## src/rtl/riscv_pkg.sv

```systemverilog
// Shared core definitions: data width, access-size encoding and the
// memory-port arbiter state/owner types (visible to fetch and top level).
package riscv_pkg;

  localparam int unsigned XLEN = 32;

  // Access-size encoding of the execute stage; fetches are always words.
  localparam logic [2:0] SIZE_WORD = 3'b010;

  typedef enum logic [1:0] {ARB_IDLE, ARB_REQ, ARB_RSP} arb_state_t;

  typedef enum logic {OWNER_IF, OWNER_LSU} arb_owner_t;

  // Latched bus request.
  typedef struct packed {
    logic [XLEN-1:0] adr;
    logic            we;
    logic [XLEN-1:0] wdata;
    logic [2:0]      size;
  } arb_req_t;

endpackage

```

## src/rtl/mem_port_arb_sel.sv

```systemverilog
// Winner selection for the memory-port arbiter (purely combinational).
// Optional feature macro: MEM_PORT_ARB_RR_EN (round-robin instead of LSU priority).
module mem_port_arb_sel
  import riscv_pkg::*;
(
  input  logic       if_req_i,
  input  logic       lsu_req_i,
  input  logic       flush_i,
  input  arb_owner_t last_owner,
  output logic       if_win,
  output logic       lsu_win
);

  // A flush makes any pending fetch stale, so fetch may not compete.
  logic if_cand;
  assign if_cand = if_req_i & ~flush_i;

`ifdef MEM_PORT_ARB_RR_EN
  // Round-robin: on contention the requester that did not win last time wins.
  always_comb begin
    if_win  = 1'b0;
    lsu_win = 1'b0;
    if (if_cand && lsu_req_i) begin
      if (last_owner == OWNER_LSU) if_win  = 1'b1;
      else                         lsu_win = 1'b1;
    end else begin
      if_win  = if_cand;
      lsu_win = lsu_req_i;
    end
  end
`else
  logic unused_last_owner;
  assign unused_last_owner = last_owner;

  // Fixed priority: the LSU always wins over fetch.
  always_comb begin
    lsu_win = lsu_req_i;
    if_win  = if_cand & ~lsu_req_i;
  end
`endif

endmodule

```

## src/rtl/mem_port_arb.sv

```systemverilog
// Single-port memory arbiter between instruction fetch and the LSU.
// One outstanding bus transaction; response routed to its owner only;
// stale fetch responses after a flush are discarded.
// Optional feature macro: MEM_PORT_ARB_RR_EN (round-robin arbitration).
module mem_port_arb
  import riscv_pkg::*;
(
  input  logic            clk,
  input  logic            reset_n,
  input  logic            if_req_i,
  input  logic [XLEN-1:0] if_adr_i,
  output logic            if_gnt_o,
  output logic            if_rvalid_o,
  output logic [XLEN-1:0] if_rdata_o,
  input  logic            lsu_req_i,
  input  logic [XLEN-1:0] lsu_adr_i,
  input  logic            lsu_we_i,
  input  logic [XLEN-1:0] lsu_wdata_i,
  input  logic [2:0]      lsu_size_i,
  output logic            lsu_gnt_o,
  output logic            lsu_rvalid_o,
  output logic [XLEN-1:0] lsu_rdata_o,
  output logic            exe_stall_o,
  input  logic            flush_i,
  output logic            mem_req_o,
  output logic [XLEN-1:0] mem_adr_o,
  output logic            mem_we_o,
  output logic [XLEN-1:0] mem_wdata_o,
  output logic [2:0]      mem_size_o,
  input  logic            mem_gnt_i,
  input  logic            mem_rvalid_i,
  input  logic [XLEN-1:0] mem_rdata_i
);

  arb_state_t state, state_next;
  arb_owner_t owner;
  arb_owner_t last_owner;
  arb_req_t   req_q;
  logic       drop_q;
  logic       if_win, lsu_win;

  mem_port_arb_sel u_sel (
    .if_req_i   (if_req_i),
    .lsu_req_i  (lsu_req_i),
    .flush_i    (flush_i),
    .last_owner (last_owner),
    .if_win     (if_win),
    .lsu_win    (lsu_win)
  );

`ifdef MEM_PORT_ARB_RR_EN
  // Remember which requester won the most recent grant.
  always_ff @(posedge clk) begin
    if (!reset_n)       last_owner <= OWNER_IF;
    else if (lsu_gnt_o) last_owner <= OWNER_LSU;
    else if (if_gnt_o)  last_owner <= OWNER_IF;
  end
`else
  assign last_owner = OWNER_IF;
`endif

  // State register.
  always_ff @(posedge clk) begin
    if (!reset_n) state <= ARB_IDLE;
    else          state <= state_next;
  end

  // Next state, grants and response routing.
  always_comb begin
    state_next   = state;
    if_gnt_o     = 1'b0;
    lsu_gnt_o    = 1'b0;
    if_rvalid_o  = 1'b0;
    if_rdata_o   = '0;
    lsu_rvalid_o = 1'b0;
    lsu_rdata_o  = '0;
    case (state)
      ARB_IDLE: begin
        if_gnt_o  = reset_n & if_win;
        lsu_gnt_o = reset_n & lsu_win;
        if (if_win || lsu_win) state_next = ARB_REQ;
      end
      ARB_REQ: begin
        // A same-cycle rvalid cannot belong to this request; only the grant counts.
        if (mem_gnt_i) state_next = ARB_RSP;
      end
      ARB_RSP: begin
        if (mem_rvalid_i) begin
          state_next = ARB_IDLE;
          if (reset_n) begin
            if (owner == OWNER_LSU) begin
              lsu_rvalid_o = 1'b1;
              lsu_rdata_o  = mem_rdata_i;
            end else if (!(drop_q || flush_i)) begin
              // A flush in the response cycle itself is also honoured.
              if_rvalid_o = 1'b1;
              if_rdata_o  = mem_rdata_i;
            end
          end
        end
      end
      default: state_next = ARB_IDLE;
    endcase
  end

  // Capture the winning request and its owner at grant time.
  always_ff @(posedge clk) begin
    if (!reset_n) begin
      req_q <= '0;
      owner <= OWNER_IF;
    end else if (lsu_gnt_o) begin
      req_q <= '{adr: lsu_adr_i, we: lsu_we_i, wdata: lsu_wdata_i, size: lsu_size_i};
      owner <= OWNER_LSU;
    end else if (if_gnt_o) begin
      req_q <= '{adr: if_adr_i, we: 1'b0, wdata: '0, size: SIZE_WORD};
      owner <= OWNER_IF;
    end
  end

  // Drop flag: a flush during an in-flight fetch marks its response stale.
  always_ff @(posedge clk) begin
    if (!reset_n)                                         drop_q <= 1'b0;
    else if (state == ARB_RSP && mem_rvalid_i)            drop_q <= 1'b0;
    else if (state != ARB_IDLE && owner == OWNER_IF && flush_i) drop_q <= 1'b1;
  end

  assign mem_req_o   = (state == ARB_REQ);
  assign mem_adr_o   = req_q.adr;
  assign mem_we_o    = req_q.we;
  assign mem_wdata_o = req_q.wdata;
  assign mem_size_o  = req_q.size;

  assign exe_stall_o = lsu_req_i & ~lsu_rvalid_o;

endmodule

```

## config.mk

```make
export PLATFORM = sky130hd
export DESIGN_NAME = mem_port_arb
export DESIGN_NICKNAME = d
export VERILOG_FILES = /design/src/rtl/riscv_pkg.sv /design/src/rtl/mem_port_arb_sel.sv /design/src/rtl/mem_port_arb.sv
export SDC_FILE = /design/constraint.sdc
export NUM_CORES = 1
export LEC_CHECK = 0
export CAP_MARGIN = 15
export CORE_MARGIN = 3
export CORE_UTILIZATION = 25
export CTS_CLUSTER_DIAMETER = 60
export DETAILED_ROUTE_END_ITERATION = 8
export PLACE_DENSITY_LB_ADDON = 0.25
export SLEW_MARGIN = 20
export SYNTH_ARGS = -nofsm -noshare
export SYNTH_HDL_FRONTEND = slang
export SYNTH_SLANG_ARGS = --single-unit
```

## constraint.sdc

```tcl
create_clock -name clk -period 1.3 [get_ports clk]
set_input_delay 0.195 -clock clk [delete_from_list [all_inputs] [get_ports clk]]
set_output_delay 0.195 -clock clk [all_outputs]
set_load 0.1 [all_outputs]
```

## Yosys cells after proc, flatten, opt, wreduce, memory -nomap -nowiden

Cells that the tools add are included.
W data, S select, Z words.

| storage, ports and cells | value |
|---|---|
| bits of input ports | 139 |
| flip-flop bits (word level) | 72 |
| output and inout bits | 138 |
| word-level logic and storage cells | 60 |

| cells by class | value |
|---|---|
| bitwise logic cells | 10 |
| muxes and demuxes | 28 |
| reduce and logical (&&, ||, !) cells | 10 |
| equal/unequal tests | 5 |

Operators with widths:

| operator | count |
|---|---|
| $mux W32 | 9 |
| $mux W68 | 2 |
| $mux W1 | 13 |
| $mux W2 | 3 |
| $pmux W2 S3 | 1 |
| $and A1 B1 Y1 | 5 |
| $not A1 Y1 | 5 |
| $ne A2 B2 Y1 const B | 2 |
| $reduce_bool A2 Y1 | 2 |
| $logic_and A1 B1 Y1 | 3 |
| $reduce_and A3 Y1 | 1 |
| $eq A2 B1 Y1 const B | 1 |
| $eq A2 B2 Y1 const B | 1 |
| $logic_not A2 Y1 | 1 |
| $logic_or A1 B1 Y1 | 2 |
| $ne A2 B1 Y1 const B | 1 |
| $reduce_or A2 Y1 | 1 |

## Longest topological paths before layout

Gate-level depths: netlist of run 1.

| depth | value |
|---|---|
| depth after elaboration | 7 |
| depth in mapped cells | 5 |
| mapped depth without buffers | 3 |

## Modules after synthesis

Synthesis of run 1 repeated with hierarchy kept, for this count alone.

| unflattened totals | value |
|---|---|
| cells, all modules | 291 |
| area, all modules | 3074.2 um^2 |

By module, submodules not included:

| module | cells an instance | times used | seq. area each (um^2) | area each (um^2) |
|---|---|---|---|---|
| mem_port_arb | 289 | 1 | 1441.4 | 3054.2 |
| mem_port_arb_sel | 2 | 1 | 0.0 | 20.0 |

## Least setup slack after synthesis of run 1

No wires, ideal clock.

| timing path | value |
|---|---|
| kind | register -> output |
| start point | register state[0] |
| end point | output exe_stall_o |
| data required time | 1.105 ns |
| setup slack | -1.133 ns |
| path buffers | 1 |
| stages on the path, launching flop included | 5 |
| arrival | 2.238 ns |
| cells stage by stage | dfxtp_1 -> and3b_1 -> and3_1 -> buf_6 -> nor2b_1 |

| between the ends | value |
|---|---|
| word-level cells in the longest chain between the ends | 4 |

Ends and longest elaborated chain:

| item | line | source |
|---|---|---|
| start, declared | mem_port_arb.sv:35 | `arb_state_t state, state_next;` |
| start signal, assigned | mem_port_arb.sv:65 | `else state <= state_next;` |
| $eq A2 B2 Y1 | mem_port_arb.sv:77 | `case (state)` |
| $mux W1 | mem_port_arb.sv:77 |  |
| $not A1 Y1 | mem_port_arb.sv:133 | `assign exe_stall_o = lsu_req_i & ~lsu_rvalid_o;` |
| $and A1 B1 Y1 | mem_port_arb.sv:133 |  |
| end, declared | mem_port_arb.sv:23 | `output logic exe_stall_o,` |

No other way between the ends.

## Final worst setup path of run 1

| timing path | value |
|---|---|
| start point | input mem_rvalid_i |
| end point | output lsu_rdata_o[12] |

| between the ends | value |
|---|---|
| word-level cells in the longest chain between the ends | 2 |

Ends and longest elaborated chain:

| item | line | source |
|---|---|---|
| start, declared | mem_port_arb.sv:31 | `input logic mem_rvalid_i,` |
| $mux W32 | mem_port_arb.sv:88 | `if (mem_rvalid_i) begin` |
| $mux W32 | mem_port_arb.sv:77 |  |
| end, declared | mem_port_arb.sv:22 | `output logic [XLEN-1:0] lsu_rdata_o,` |

No other way between the ends.

==> flow_summary.json, run 1 <==
{
  "hold_viol_final": 0,
  "drt_iter0_drc": 160,
  "status": "complete, but fails checks",
  "crit_slowest_cell": "clkdlybuf4s50_1",
  "rsz0062_at_grt": "yes",
  "grt_usage_pct": 17.9,
  "stdcell_area_sq_um": 8530,
  "gp_congestion": 0.752,
  "crit_fanout": 17,
  "synth_simple_gate_area_share_pct": 19.6,
  "grt_pass1_vias": 3716,
  "core_region_area_sq_um": 12800,
  "h-tree-depth": 3,
  "post-place-ws_ns": -0.540,
  "cellLeakagePower_uw": 0.00355,
  "muxShareOfSynthArea_pct": 19.4,
  "crit_path_start_kind": "input pin",
  "synth.distinct_cells": 24,
  "hold_path_class": "input pin to flop",
  "fin_worst_skew_ns": 0.00596,
  "yosysTopAreaCellShare_pct": 43.7,
  "async_flop_share_pct": 0,
  "slew_viol_final": 0,
  "rows": 41,
  "avgSynthCellArea_sq_um": 10.3,
  "root_buffer": "clkbuf_16",
  "cp-end-kind": "primary output",
  "synthAdderAreaFrac_pct": 0,
  "critPathKind": "input pin to primary output",
  "ios": 277,
  "die_y_um": 121,
  "met2_length_um": 7450,
  "netlist_area_sq_um": 3300,
  "synthTopCellsByArea": "dfxtp_1 (44%), mux2i_1 (19%), and2_1 (12%), a22o_1 (9.3%), nand2_1 (3.9%)",
  "routed-via-count": 3480,
  "start_util_pct": 25.8,
  "tightest_slew_ns": 0.295,
  "drc_errors": 0,
  "grt-ovfl-total": 0,
  "path_common_cell": "buf_12",
  "grt_max_degree": 36,
  "fin_ws_ns": -0.543,
  "cts_tree": "done",
  "grt_pass1_wl_um": 20500,
  "syn_to_final_growth_pct": 159,
  "wl_met3_um": 1020,
  "max_cap_violations": 0,
  "fmax_ghz": 0.542,
  "clock_latency_ns": 0.33,
  "synth_top_family_by_area": "simple AND/OR/NAND/NOR gates",
  "period_share_pct": 142,
  "final_antenna_net_count": 0,
  "drive_gt1_share_pct": 43.3,
  "synth_most_common_cell": "dfxtp_1",
  "slew_headroom_pct": 80.4,
  "required_ns": 1.11,
  "cts_buffers": 9,
  "wl_per_cell_um": 16.8,
  "synth_enable_flop_cells": 0,
  "cts.sinks": 72,
  "setup_viol": 139,
  "synthTopCellsByCount": "dfxtp_1 (72), and2_1 (64), mux2i_1 (64)",
  "arrival_ns": 1.65,
  "drt_wl_total_um": 13400,
  "ys_warn_count": 0,
  "place.port_buffers": 276,
  "vias_per_cell": 4.37,
  "synth_area_leader_cell": "dfxtp_1",
  "ys_ff_latch": 72,
  "crit_path_cell_trace": "clkdlybuf4s50_1 -> and3b_2 -> and3_4 -> buf_12 -> and2_4 -> buf_12",
  "post-dp-hpwl_um": 10700,
  "wl_met1_um": 4780,
  "powerDensity_nw_per_um2": 1040,
  "placedInstanceArea_sq_um": 7900,
  "min_period_ns": 1.84,
  "violations": "negative setup slack",
  "clkTransAtPathRegs_ns": 0.06,
  "die_width_um": 121,
  "layout.nets": 758,
  "synth_compound_area_share_pct": 11.3,
  "synthCells": 321,
  "post-route-util_pct": 66.8,
  "cpPeakStageDelay_ns": 0.50,
  "highest_layer": "met4",
  "synth-xor-area-share_pct": 0,
  "synth_nets": 460,
  "yosysSeqAreaShare_pct": 43.7,
  "r2r_setup_slack_ns": -0.20,
  "die_area_sq_um": 14600,
  "max-clock-path-buffers": 2,
  "synth_flop_cell": "dfxtp_1",
  "grt_antenna_before_repair": 0,
  "hold_buffers": 0,
  "total_power_uw": 8840,
  "first_pass_iters": 4,
  "peakVddDrop_mv": 0.728,
  "n_antenna_cell": 0
}
[where the power goes]
part           internal, uW  switching [uW]
registers              2420             212
clock network          1700             986
logic                  1530            2000
[flip-flops by register name (all words and copies together), names as in the netlist]
register / flops
mem_adr_o: 32
mem_wdata_o: 32
mem_size_o: 3
state: 2
drop_q: 1
mem_we_o: 1
owner: 1
[cell type report]
class	instances	area, sq um
Clock buffer	9	225
Clock inverter	7	103
Fill cell	916	4250
Multi-Input combinational cell	223	1880
Sequential cell	72	1450
Tap cell	172	215
Timing Repair Buffer	313	4660
[cell usage in the layout, fill, tap and decap left out, types with 2 or more instances in the layout]
master and n:
nor2b_4 2, buf_6 4, buf_12 148, nand2_1 34, o21a_1 2, a22o_1 35
nor2b_1 2, dfxtp_2 3, buf_4 17, dfxtp_1 69, mux2i_1 64, clkinv_4 2
nor3b_1 2, nor3_1 2, buf_16 5, and3_4 2, clkbuf_16 9, bufinv_16 2
and2_4 64, nor2_1 2, clkdlybuf4s50_1 137
[stage by stage]
stage	instances	hold slack, ns	TNS (ns)
floorplan	321	0.328	-13.62
CTS	794	0.425	-45.41
detailed placement	767	0.460	-60.28
finish	796	0.411	-44.91
global route	796	0.431	-52.95
global placement	767	0.452	-58.31
[kinds of logic (layout without fill, tap and decap cells)]
| kind of cell | count (synthesis) | after routing |
|---|---|---|
| simple gates | 116 | 116 |
| flops | 72 | 72 |
| mux | 64 | 64 |
| compound gates | 43 | 43 |
| buf+inv | 26 | 329 |
[repair_timing]
action	4_1_cts	5_1_grt
cloned	5	0
setup buffers	6	3
setup endpoints to repair	138	139
gates resized for setup	20	3
pin swaps	4	3
[worst paths after layout]
| path | to | depth (start not counted) | startpoint |
|---|---|---|---|
| worst max-delay path | lsu_rdata_o[12] | 6 | mem_rvalid_i |
| worst min-delay path | owner$_SDFFE_PN0P_ | 4 | lsu_req_i |
| worst max register to register | mem_adr_o[1]$_SDFFE_PN0P_ | 7 | state[0]$_SDFFE_PN0P_ |
| worst min register to register | drop_q$_SDFFE_PP0P_ | 1 | drop_q$_SDFFE_PP0P_ |
[worst max-delay path, delay by kind of cell]
family | cells | cell delay [ns]
buffers and inverters | 3 | 0.82
AND/OR/NAND/NOR | 3 | 0.63
[layer usage]
layer	vias up	GRT usage [%]
met5	-	0
met4	0	4.82
met3	10	5.33
met2	159	35.0
met1	1597	18.3
li1	1714	-
No activity file was read; power rests on OpenSTA's default activity.
==> inputs of run 2 (changes only) <==
- DONT_BUFFER_PORTS: unset -> 1
- SLEW_MARGIN: 20 -> unset
==> flow_summary.json, run 2 (synthesized netlist as in run 1, its figures left out) <==
{
  "status": "complete, but fails checks",
  "violations": "negative setup slack",
  "rsz0062_at_grt": "yes",
  "drt_iter0_drc": 135,
  "grtUsageMet2_pct": 29.4,
  "max_cap_violations": 0,
  "grt_pass1_vias": 3169,
  "crit_path_start_kind": "flop",
  "layout_commonest_cell": "dfxtp_1",
  "ios": 277,
  "first_pass_iters": 4,
  "core_region_area_sq_um": 12800,
  "die_width_um": 121,
  "n_fill_cell": 1115,
  "crit_fanout": 6,
  "tightest_slew_ns": 0.312,
  "drt_wl_total_um": 12400,
  "cellLeakagePower_uw": 0.00271,
  "slew_viol_final": 0,
  "gp_congestion": 0.716,
  "wl_per_cell_um": 19.0,
  "syn_to_final_growth_pct": 88.8,
  "cp-end-kind": "primary output",
  "peakVddDrop_mv": 0.666,
  "grt_pass1_wl_um": 17700,
  "cts_buffers": 9,
  "hold_path_class": "input pin to flop",
  "final_antenna_net_count": 0,
  "post-dp-hpwl_um": 7840,
  "grt_max_degree": 43,
  "drc_errors": 0,
  "busiest_layer": "met2",
  "cp_top_family": "simple AND/OR/NAND/NOR gates",
  "grt_antenna_before_repair": 0,
  "slew_headroom_pct": 79.2,
  "total_power_uw": 8000,
  "fmax_ghz": 0.545,
  "required_ns": 1.11,
  "grt-ovfl-total": 0,
  "layout.nets": 618,
  "vias_per_cell": 4.79,
  "routed-via-count": 3139,
  "fin_ws_ns": -0.535,
  "grt_usage_pct": 15.8,
  "min_period_ns": 1.83,
  "rows": 41,
  "fin_worst_skew_ns": 0.00671,
  "cpPeakStageDelay_ns": 0.33,
  "gr-usage-met3_pct": 3.55,
  "arrival_ns": 1.64,
  "cts.sinks": 72,
  "clock_latency_ns": 0.33,
  "max-clock-path-buffers": 2,
  "die_y_um": 121,
  "path_buf_inv": 1,
  "clkTransAtPathRegs_ns": 0.06,
  "post-route-util_pct": 48.7,
  "critPathKind": "flop to primary output",
  "layout_common_cells": "dfxtp_1 (69), and2_4 (64), mux2i_1 (64)",
  "n_antenna_cell": 0,
  "instances_no_fill": 655,
  "post-place-ws_ns": -0.204,
  "crit_path_cell_trace": "and3b_2 -> and3_4 -> clkbuf_16 -> and2_4",
  "die_area_sq_um": 14600,
  "drive_gt1_share_pct": 48.9,
  "place.port_buffers": 0,
  "powerDensity_nw_per_um2": 1290,
  "setup_viol": 138,
  "place_inst": 572,
  "root_buffer": "clkbuf_16",
  "use_met1_pct": 17.4,
  "period_share_pct": 141,
  "cts_tree": "done",
  "start_util_pct": 25.8,
  "h-tree-depth": 3,
  "hold_viol_final": 0,
  "crit_slowest_cell": "and2_4"
}
run 2: cell count changes in the layout (fill, tap and decap cells not counted), sizes merged:
| cell | before | now |
|---|---|---|
| bufinv | 2 | 1 |
| clkinvlp | 0 | 1 |
| inv | 2 | 0 |
| dlygate4sd3 | 0 | 34 |
| buf | 176 | 138 |
| clkdlybuf4s50 | 137 | 0 |
| clkinv | 3 | 4 |
| clkbuf | 9 | 10 |
run 2: repair_timing:
item / in CTS / in global routing
hold endpoints to repair: 34 / 1
resized for setup: 45 / 4
buffers inserted: 18 / 6
setup endpoints to repair: 138 / 141
hold buffers: 33 / 1
cloned: 10 / 2
pin swaps: 17 / 13
run 2: cell type report:
class	instances	area (sq um)	share of cell area [%]
clock buffer	9	225	3.62
clock inverter	6	61.3	0.986
multi-input combinational	223	1900	30.6
sequential	72	1450	23.2
tap	172	215	3.46
timing repair buffer	173	2370	38.1
run 2: metrics by stage:
step	area [sq um]	setup TNS, ns	hold slack (ns)
3_5_place_dp	4930	-17.74	0.330
3_3_place_gp	4930	-14.66	0.330
5_1_grt	6220	-63.08	0.00707
6_report	6220	-55.33	0.0120
2_1_floorplan	3500	-13.62	0.328
4_1_cts	6120	-60.37	0.000725
run 2: worst register-to-register path, delay by kind of cell, from the launching register on:
family	cells	cell delay (ns)
buf+inv	6	0.76
flops	1	0.31
compound gates	3	0.49
run 2: final timing paths:
| check | from | to | slack (ns) | cells past startpoint |
|---|---|---|---|---|
| worst max-delay path | state[0]$_SDFFE_PN0P_ | lsu_rdata_o[19] | -0.53 | 4 |
| worst min-delay path | lsu_wdata_i[21] | mem_wdata_o[21]$_SDFFE_PN0P_ | 0.01 | 1 |
| worst max register to register | state[0]$_SDFFE_PN0P_ | mem_wdata_o[6]$_SDFFE_PN0P_ | -0.37 | 9 |
| worst min register to register | mem_adr_o[7]$_SDFFE_PN0P_ | mem_adr_o[7]$_SDFFE_PN0P_ | 0.46 | 2 |
run 2: layer usage:
layer / wire length [um] / part of all wire [%]
met5: 0 / 0
met4: 211 / 1.7
met3: 921 / 7.4
met2: 6800 / 55
met1: 4490 / 36
run 2: power by group:
group          internal (uW)  total (uW)  leakage (uW)  switching (uW)
Sequential              2410        2540      0.000594             127
Combinational           1050        3020       0.00198            1970
Clock                   1470        2430      0.000141             965
==> inputs of run 3 (changes only) <==
- CTS_CLUSTER_DIAMETER: 60 -> unset
- CTS_CLUSTER_SIZE: unset -> 14
==> results of run 3 <==
Final layout, timing and power as in run 2 (identical DEF).
==> patch 1, RTL diff (settings of run 2) <==
Add a define of `MEM_PORT_ARB_RR_EN`.
--- a/src/rtl/mem_port_arb_sel.sv
+++ b/src/rtl/mem_port_arb_sel.sv
@@ -2,2 +2,4 @@
 // Optional feature macro: MEM_PORT_ARB_RR_EN (round-robin instead of LSU priority).
+`define MEM_PORT_ARB_RR_EN
+
 module mem_port_arb_sel
Behaviour: not the same (a bounded check fails within 4 cycles, from zero or initial values and one cycle with reset_n low).
==> patch 1 against run 2 <==
  * Highest routed layer unchanged
  * Critical path depth is the same
  * Synthesized area rose by 10%
  * Total power decreased by 2.3%
  * Via count increased by 11%
  * Count of clock-buffer cells in the layout up 2
  * Clock skew fell by 0.66 ps
  * Hold slack improved by 24 ps
  * Sequential cell count unchanged
  * Worst setup slack improved by 23 ps
  * Largest power group unchanged
  * Final area is 7.3% higher
  * Synthesized cell count grew 5.9%
  * The run still ends with negative setup slack left
  * Routed wire length grew 11%
  * Combinational power decreased by 12%
==> patch 1: results <==
[sta]
worstMarginPinSlew_ps = 399
setup_viol = 138
setup_ws_ps = -511
hold_ws_ps = 35.9

[status]
status = "finished, violations left"
violations = "negative setup slack"

[critical_path]
path_max_fanout = 33
setup.worst_path.start = "state[1]"

[final_layout]
area_delta_synth_final_pct = 83.7
nets = 641
fill_cells = 1219
multiInputGateArea_mm2 = 0.00219

[yosys]
synth_common_cells = "72 x dfxtp_1, 64 x and2_1, 35 x a32o_1"
yosysUniqueCellTypes = 31
synth.area.top_cells = "dfxtp_1 40%, and2_1 11%, a32o_1 9.6%"

[grt]
grt_pass1_wl_um = 20200
track_usage_pct = 16.0

[placement]
dp.cells = 605
dp_slack_ps = -187
hpwlAfterDp_um = 8760

[power]
comb-power_w = 0.00267
p_seq_w = 0.00250

[detailed_routing]
wl_per_cell_um = 20.0
drtIter0Drc = 172

[worst_hold_path]
holdCritStartpoint = "reset_n"
==> patch 1: cell count changes after synthesis, moves of 3 or more <==
cell,before,now
nand2_1,34,3
o221a_2,1,17
a32o_1,0,35
clkbuf_1,5,11
buf_6,11,14
o32a_1,0,32
nand2b_1,1,33
o221a_1,0,16
mux2i_1,64,0
buf_4,1,11
a22o_1,35,0
==> patch 1: what timing repair did <==
item,CTS,global route
gates resized for setup,42,7
endpoints found under the setup margin,138,139
cloned,10,2
hold buffers,38,0
setup buffers,17,6
pin swaps,8,20
hold endpoints to repair,62,0
==> patch 1: layer usage <==
metal / vias to the layer above / track usage (%) / wire length (um)
met3: 12 / 4.42 / 943
met4: 0 / 5.74 / 207
li1: 1640 / - / -
met2: 138 / 29.0 / 7370
met5: - / 0 / 0
met1: 1704 / 17.9 / 5230
==> patch 1: logic make-up (layout without fill, tap and decap cells) <==
group           after synthesis  count (layout)  share of synthesized area (%)
buf+inv                      44             211                           8.82
flops                        72              72                           39.7
simple gates                118             118                           21.4
compound gates              106             106                           30.1
==> patch 2, RTL diff (settings of run 2) <==
Without the edit above. The 3 states of `arb_state_t` get a one-hot encoding in 3 bits.
--- a/src/rtl/riscv_pkg.sv
+++ b/src/rtl/riscv_pkg.sv
@@ -9,3 +9,3 @@
 
-  typedef enum logic [1:0] {ARB_IDLE, ARB_REQ, ARB_RSP} arb_state_t;
+  typedef enum logic [2:0] {ARB_IDLE = 3'b001, ARB_REQ = 3'b010, ARB_RSP = 3'b100} arb_state_t;
 
Function: same outputs for any inputs over 4 cycles, from zero or initial values and one cycle with reset_n low; so few cycles prove little.
==> patch 2 against run 2 <==
  * The flow still finishes with violations (negative setup slack)
  * Non-clock buffer count down 5
  * Routed wire length up 12%
  * Hold slack better by 12 ps
  * Total power up 4.8%
  * Worst setup slack worse by 110 ps
  * Sequential cell count up 1
  * Synthesized area up 8.2%
  * Critical path depth unchanged
  * Final area down 3.0%
  * Critical path type unchanged
  * Critical endpoint is now if_rdata_o[21]
  * Largest power group unchanged
==> patch 2: results <==
[status]
status = "finished, violations left"
violations = "negative setup slack"

[sta]
hold_viol = 0
setup_ws_ps = -649
hold_ws_ps = 24.5
setup_total_negative_slack_ps = -63190
maxSlewHeadroom_pct = 61.5
fin_skew_ps = 3.98
setup_viol = 141

[critical_path]
slowest_stage = "or3_4"
path_max_fanout = 33
cp_slowest_stage_delay_ps = 380
r2r_end = "mem_wdata_o[3]"
timing.rr.start = "state[1]"
setup.worst_path.start = "drop_q"
reg2reg_setup_slack_ps = -470
crit_arrival_ps = 1750

[detailed_routing]
vias = 3475
wl_um = 13900
wl_per_cell_um = 20.8
drtIter0Drc = 96
dr.pass1.iters = 4

[final_layout]
drive_gt1_share_pct = 49.3
antenna_cells = 0
nets = 623

[worst_hold_path]
holdCritStartpoint = "reset_n"
hold-path-endpoint = "mem_wdata_o[12]"

[power]
p_sw_share_pct = 39.6
p_int_w = 0.00506
comb-power_w = 0.00333
pg_clk_w = 0.00246
power.leakage_nw = 2.80
peakVddDrop_uv = 1070

[placement]
hpwlAfterDp_um = 8170
dp.cells = 578
portBuffers = 0
place_congestion = 0.724

[grt]
first_global_vias = 3709
grt_max_degree = 76
grt_antenna_before_repair = 0
track_usage_pct = 17.0
grt_pass1_wl_um = 20600

[yosys]
synth.avg_cell_area_um2 = 10.5
synth_compound_area_share_pct = 28.2
yosysUniqueCellTypes = 31
synthMuxAreaShare_pct = 8.98
synth.area.top_cells = "dfxtp_1 41%, and2_1 11%, a32o_1 9.8%"
ys_seq_area_share_pct = 41.0
synth_common_cells = "73 x dfxtp_1, 64 x and2_1, 35 x a32o_1"
synthesis.nets = 479

[clock_tree]
cts_made_buffers = 9
patch 2: what timing repair did:
action / CTS / global route
setup buffers: 23 / 10
pin swaps: 40 / 28
endpoints found under the hold margin: 42 / 0
gates cloned: 14 / 4
endpoints found under the setup margin: 141 / 142
resized for setup: 53 / 16
hold buffers: 38 / 0
patch 2: area by class of cell:
| class | instances | area [um^2] |
|---|---|---|
| Fill cell | 1312 | 7900 |
| Multi-Input combinational cell | 229 | 2190 |
| Timing Repair Buffer | 168 | 1840 |
| Sequential cell | 73 | 1470 |
| Clock buffer | 10 | 239 |
| Tap cell | 180 | 225 |
| Clock inverter | 6 | 57.6 |
| Inverter | 3 | 11.3 |
patch 2: metrics by stage:
step	setup WS (ps)	utilization, %	instance area, um^2
2_1_floorplan	-445	-	3870
3_3_place_gp	-285	33.5	4670
3_5_place_dp	-293	33.5	4670
4_1_cts	-670	43.4	6050
5_1_grt	-733	43.3	6030
6_report	-649	43.3	6030
patch 2: worst reg2reg max path: stages (launching register included):
cell and delay [ps]:
dfxtp_2 330, buf_6 120, nor3b_4 210, buf_6 160
buf_6 100, buf_6 80, buf_6 90, buf_12 140
o21ai_4 130, a32o_1 310
patch 2: how the worst max path moves through the flow:
stage	endpoint	slack, ps	depth (start not counted)
final	if_rdata_o[21]	-650	4
after global routing	if_rdata_o[7]	-730	4
after CTS	if_rdata_o[17]	-670	4
after detailed placement	if_rdata_o[17]	-290	4
after global placement	if_rdata_o[21]	-290	4
after floorplan	if_gnt_o	-450	4
patch 2: layer usage:
metal | GRT usage, % | routed length (um) | part of all wire [%] | vias to the layer above
li1 | - | - | - | 1596
met1 | 18.2 | 5300 | 38 | 1667
met2 | 31.7 | 7410 | 53 | 191
met3 | 4.49 | 948 | 6.8 | 21
met4 | 6.25 | 259 | 1.9 | 0
met5 | 0 | 0 | 0 | -
